[src/rtl/display_reg_bank.sv]
// Host-port register bank: host writes land in a shadow bank and a commit copies
// shadow->active on the next frame_start. Optional frame watchdog: DISP_REG_WATCHDOG_EN.
module display_reg_bank #(
   parameter  int DATA_W         = 8,
   parameter  int NUM_REGS       = 8,
   parameter  int TIMEOUT_FRAMES = 60,
   localparam int ADDR_W         = (NUM_REGS > 1) ? $clog2(NUM_REGS) : 1
) (
   input  logic                       Clk,
   input  logic                       Reset_n,
   input  logic [ADDR_W-1:0]          addr,
   input  logic [DATA_W-1:0]          data_in,
   input  logic                       write,
   input  logic                       commit,
   input  logic                       frame_start,
   output logic [NUM_REGS*DATA_W-1:0] regs_active,
   output logic                       status,
   output logic                       updated,
   output logic                       addr_err,
   output logic                       stale
);

   typedef enum logic {IDLE, ARMED} state_t;

   state_t            state;
   logic [DATA_W-1:0] shadow [NUM_REGS];
   logic [DATA_W-1:0] active [NUM_REGS];
   logic              addr_ok;
   logic              copy;

   // With a power-of-two bank every encodable address is a real register.
   if (NUM_REGS == (1 << ADDR_W)) begin : g_addr_full
      assign addr_ok = 1'b1;
   end else begin : g_addr_part
      assign addr_ok = ({1'b0, addr} < (ADDR_W+1)'(NUM_REGS));
   end

   assign copy = (state == ARMED) && frame_start;

   always_ff @(posedge Clk) begin
      if (!Reset_n) begin
         state    <= IDLE;
         status   <= 1'b0;
         updated  <= 1'b0;
         addr_err <= 1'b0;
         for (int i = 0; i < NUM_REGS; i++) begin
            shadow[i] <= '0;
            active[i] <= '0;
         end
      end else begin
         updated <= 1'b0;
         if (write && addr_ok)
            shadow[addr] <= data_in;
         case (state)
            IDLE: begin
               if (commit) begin
                  state  <= ARMED;
                  status <= 1'b1;
               end
            end
            ARMED: begin
               // Non-blocking copy takes the pre-write shadow on a same-edge write.
               if (frame_start) begin
                  for (int i = 0; i < NUM_REGS; i++)
                     active[i] <= shadow[i];
                  state    <= IDLE;
                  status   <= 1'b0;
                  updated  <= 1'b1;
                  addr_err <= 1'b0;
               end
            end
            default: begin
               state  <= IDLE;
               status <= 1'b0;
            end
         endcase
         // Placed after the copy clear so a same-edge bad write keeps the flag set.
         if (write && !addr_ok)
            addr_err <= 1'b1;
      end
   end

   for (genvar i = 0; i < NUM_REGS; i++) begin : g_pack
      assign regs_active[i*DATA_W +: DATA_W] = active[i];
   end

`ifdef DISP_REG_WATCHDOG_EN
   localparam int CNT_W = $clog2(TIMEOUT_FRAMES + 1);

   logic [CNT_W-1:0] frame_cnt;

   always_ff @(posedge Clk) begin
      if (!Reset_n)
         frame_cnt <= '0;
      else if (copy)
         frame_cnt <= '0;
      else if (frame_start && (frame_cnt != CNT_W'(TIMEOUT_FRAMES)))
         frame_cnt <= frame_cnt + 1'b1;
   end

   assign stale = (frame_cnt == CNT_W'(TIMEOUT_FRAMES));
`else
   assign stale = 1'b0;
`endif

endmodule

[config.mk]
export PLATFORM = sky130hd
export DESIGN_NAME = display_reg_bank
export DESIGN_NICKNAME = d
export VERILOG_FILES = /design/src/rtl/display_reg_bank.sv
export SDC_FILE = /design/constraint.sdc
export NUM_CORES = 1
export LEC_CHECK = 0
export ABC_AREA = 0
export CORE_UTILIZATION = 50
export CTS_CLUSTER_DIAMETER = 200
export CTS_CLUSTER_SIZE = 30
export DETAILED_ROUTE_END_ITERATION = 16
export PLACE_DENSITY = 0.75
export SYNTH_ARGS = -nofsm -noshare
export SYNTH_HDL_FRONTEND = slang
export SYNTH_SLANG_ARGS = --single-unit
[constraint.sdc]
create_clock -name Clk -period 3.8 [get_ports Clk]
set_input_delay 0.76 -clock Clk [delete_from_list [all_inputs] [get_ports Clk]]
set_output_delay 0.76 -clock Clk [all_outputs]
set_load 0.01 [all_outputs]
==> flow_metrics.py <==
metrics = {
    "run_status": {
        "status": "finished clean",
    },
    "drt": {
        "drt_iter0_drc": 267,
        "drc": 0,
        "avgRoutedWirePerCell_um": 16.3,
        "dr.pass1.iters": 5,
        "num_vias": 2787,
        "via_per_inst": 5.10,
        "ant_nets": 0,
        "postRouteWirelength_mm": 8.90,
    },
    "finish": {
        "diodes": 0,
        "nNetsFinal": 421,
        "fin_util_pct": 68.5,
        "area_delta_synth_final_pct": 30.0,
        "drive_gt1_share_pct": 11.5,
    },
    "timing": {
        "relSlewSlack_pct": 25.4,
        "finalHoldViolCount": 0,
        "worstMarginPinSlew_ps": 1110,
        "setup_viol_count_final": 0,
        "fin_crit_ps": 2630,
        "tns_ps": 0,
        "fin_crit_sh_pct": 69.2,
        "clock.fmax_mhz": 380,
        "fin_worst_skew_ps": 7.16,
        "drv_slew": 0,
        "rsz0062_at_grt": "false",
    },
    "yosys": {
        "synthCells": 320,
        "synth_ff_type": "edfxtp_1",
        "synth_top_area_share_pct": 77.5,
        "ys_ff_latch": 131,
        "synth_cell_types": 21,
        "yosysSeqAreaShare_pct": 78.7,
        "synthTopCellsByArea": "edfxtp_1 (77%), and2_1 (6.8%), nor2_1 (4.8%)",
        "synth_area_leader_cell": "edfxtp_1",
        "async_flop_share_pct": 0,
        "synth-edff-count": 128,
        "yosys_warnings": 0,
        "syn_avg_cell_area_um2": 15.5,
        "synth_area_mm2": 0.00496,
    },
    "setup_path": {
        "crit_path_start_kind": "input pin",
        "startpoint": "write",
        "worst_ep_required_time_ps": 3930,
        "critical_path_class": "input pin to register",
        "cp_max_fo": 18,
        "endpoint": "shadow[5][4]",
        "ff2ff_path_depth": 3,
        "r2r_slack_ps": 2450,
        "r2r_end": "active[0][13]",
        "crit_arrival_ps": 2760,
        "r2r-start": "state",
        "cp-end-kind": "register",
    },
    "place": {
        "hpwl_mm": 5.83,
        "portBuffers": 81,
        "gp_congestion": 0.844,
    },
    "pwr": {
        "power_w": 0.00358,
        "ir_worst_vdd_v": 0.000386,
        "power.density_mw_per_mm2": 555,
        "p_leak_nw": 2.28,
    },
    "run": {
        "max_cap_viol_count": 0,
    },
    "global_route": {
        "grt-ovfl-total": 0,
        "grt_pass1_vias": 2732,
        "track_usage_pct": 19.1,
        "grt_max_degree": 50,
        "grt_antenna_before_repair": 0,
        "grt_pass1_wl_mm": 13.8,
    },
    "die": {
        "die_area_mm2": 0.0103,
        "initial_core_util_pct": 52.7,
        "die_y_um": 102,
        "die_w_um": 102,
        "core_mm2": 0.00942,
        "rows": 35,
        "io_pins": 84,
    },
    "clock_tree": {
        "root_buffer": "clkbuf_8",
        "clock_sinks": 131,
        "postCtsSetupRepairBufs": 0,
        "clk_path_buf_depth": 2,
        "clk_pin_slew_ps": 60,
        "ctsResizeCount": 0,
        "clk-insertion-delay-late_ps": 510,
        "cts_inserted_buffers": 17,
        "htreeDepth": 4,
        "cts_tree": "done",
        "hold_buffers": 0,
    },
    "min_path": {
        "worstHoldPathType": "register to register",
    },
}
[worst min path at each step]
stage                  from       endpoint  slack, ps  cells past startpoint
2_1_floorplan  shadow[1][2]  active[0][10]        500                      1
3_3_place_gp   shadow[0][2]   active[0][2]        510                      1
3_5_place_dp   shadow[5][6]  active[1][14]        510                      1
4_1_cts        shadow[0][6]   active[0][6]        520                      1
5_1_grt        shadow[0][6]   active[0][6]        540                      1
6_report       shadow[0][6]   active[0][6]        520                      1
[metrics by stage]
step / cells / worst slack, ps / hold slack (ps) / cell area (um2)
detailed placement: 515 / 761 / 507 / 5840
CTS: 547 / 1180 / 520 / 6450
global placement: 515 / 846 / 512 / 5840
finish: 547 / 1170 / 517 / 6450
global route: 547 / 956 / 538 / 6450
floorplan: 321 / 940 / 497 / 4960
[worst max-delay path, stage by stage]
cell and delay, ps:
clkdlybuf4s50_1 820, nand2_1 250, o21ai_0 930
[kinds of logic after synthesis]
family	synth area share, %
other cells	0.0756
simple gates	17.1
flops	78.7
compound gates	1.26
buf+inv	2.83
[flip-flops by register name, summed over array words and instances, names as in the netlist]
name / count
updated: 1
state: 1
status: 1
active: 64
shadow: 64
[cell type report]
class / instances / area [um2]
tap: 129 / 161
clock inverter: 14 / 188
fill: 601 / 2970
timing repair buffer: 87 / 856
clock buffer: 18 / 418
sequential: 131 / 3900
multi-input combinational: 168 / 922
[cells in the final DEF, fill, tap and decap left out, types with 3 or more instances in the layout]
| cell | n |
|---|---|
| edfxtp_1 | 128 |
| clkdlybuf4s50_1 | 81 |
| nor2_1 | 64 |
| and2_1 | 54 |
| clkbuf_16 | 16 |
| and2_4 | 10 |
| o21ai_0 | 8 |
| nand4b_1 | 8 |
| nand4_1 | 8 |
| buf_4 | 6 |
| bufinv_16 | 4 |
| nand2b_1 | 3 |
| nand2_1 | 3 |
| clkinvlp_4 | 3 |
| clkinv_2 | 3 |
| clkinv_4 | 3 |
| dfxtp_1 | 3 |
[cells in the mapped netlist, drive strengths merged (3+ instances only)]
cell type and n:
and2 64, buf 17, clkbuf 5, dfxtp 3, edfxtp 128, nand2 4
nand2b 3, nand4 8, nand4b 8, nor2 64, o21ai 8
[where the power goes]
| group | internal (W) | leakage [nW] | total (W) | switching (W) |
|---|---|---|---|---|
| combinational | 0.000109 | 0.680 | 0.000226 | 0.000116 |
| sequential | 0.00169 | 1.31 | 0.00171 | 0.0000273 |
| clock | 0.00106 | 0.288 | 0.00164 | 0.000583 |
| total | 0.00286 | 2.28 | 0.00358 | 0.000727 |
[routing by layer]
layer  part of all wire, %  track usage (%)  routed length (um)
met2                    49             29.9                4320
met5                     0                0                   0
met3                   7.2             4.90                 643
met4                   2.8             11.4                 249
met1                    41             24.2                3680
No activity file was read; power rests on OpenSTA's default activity.
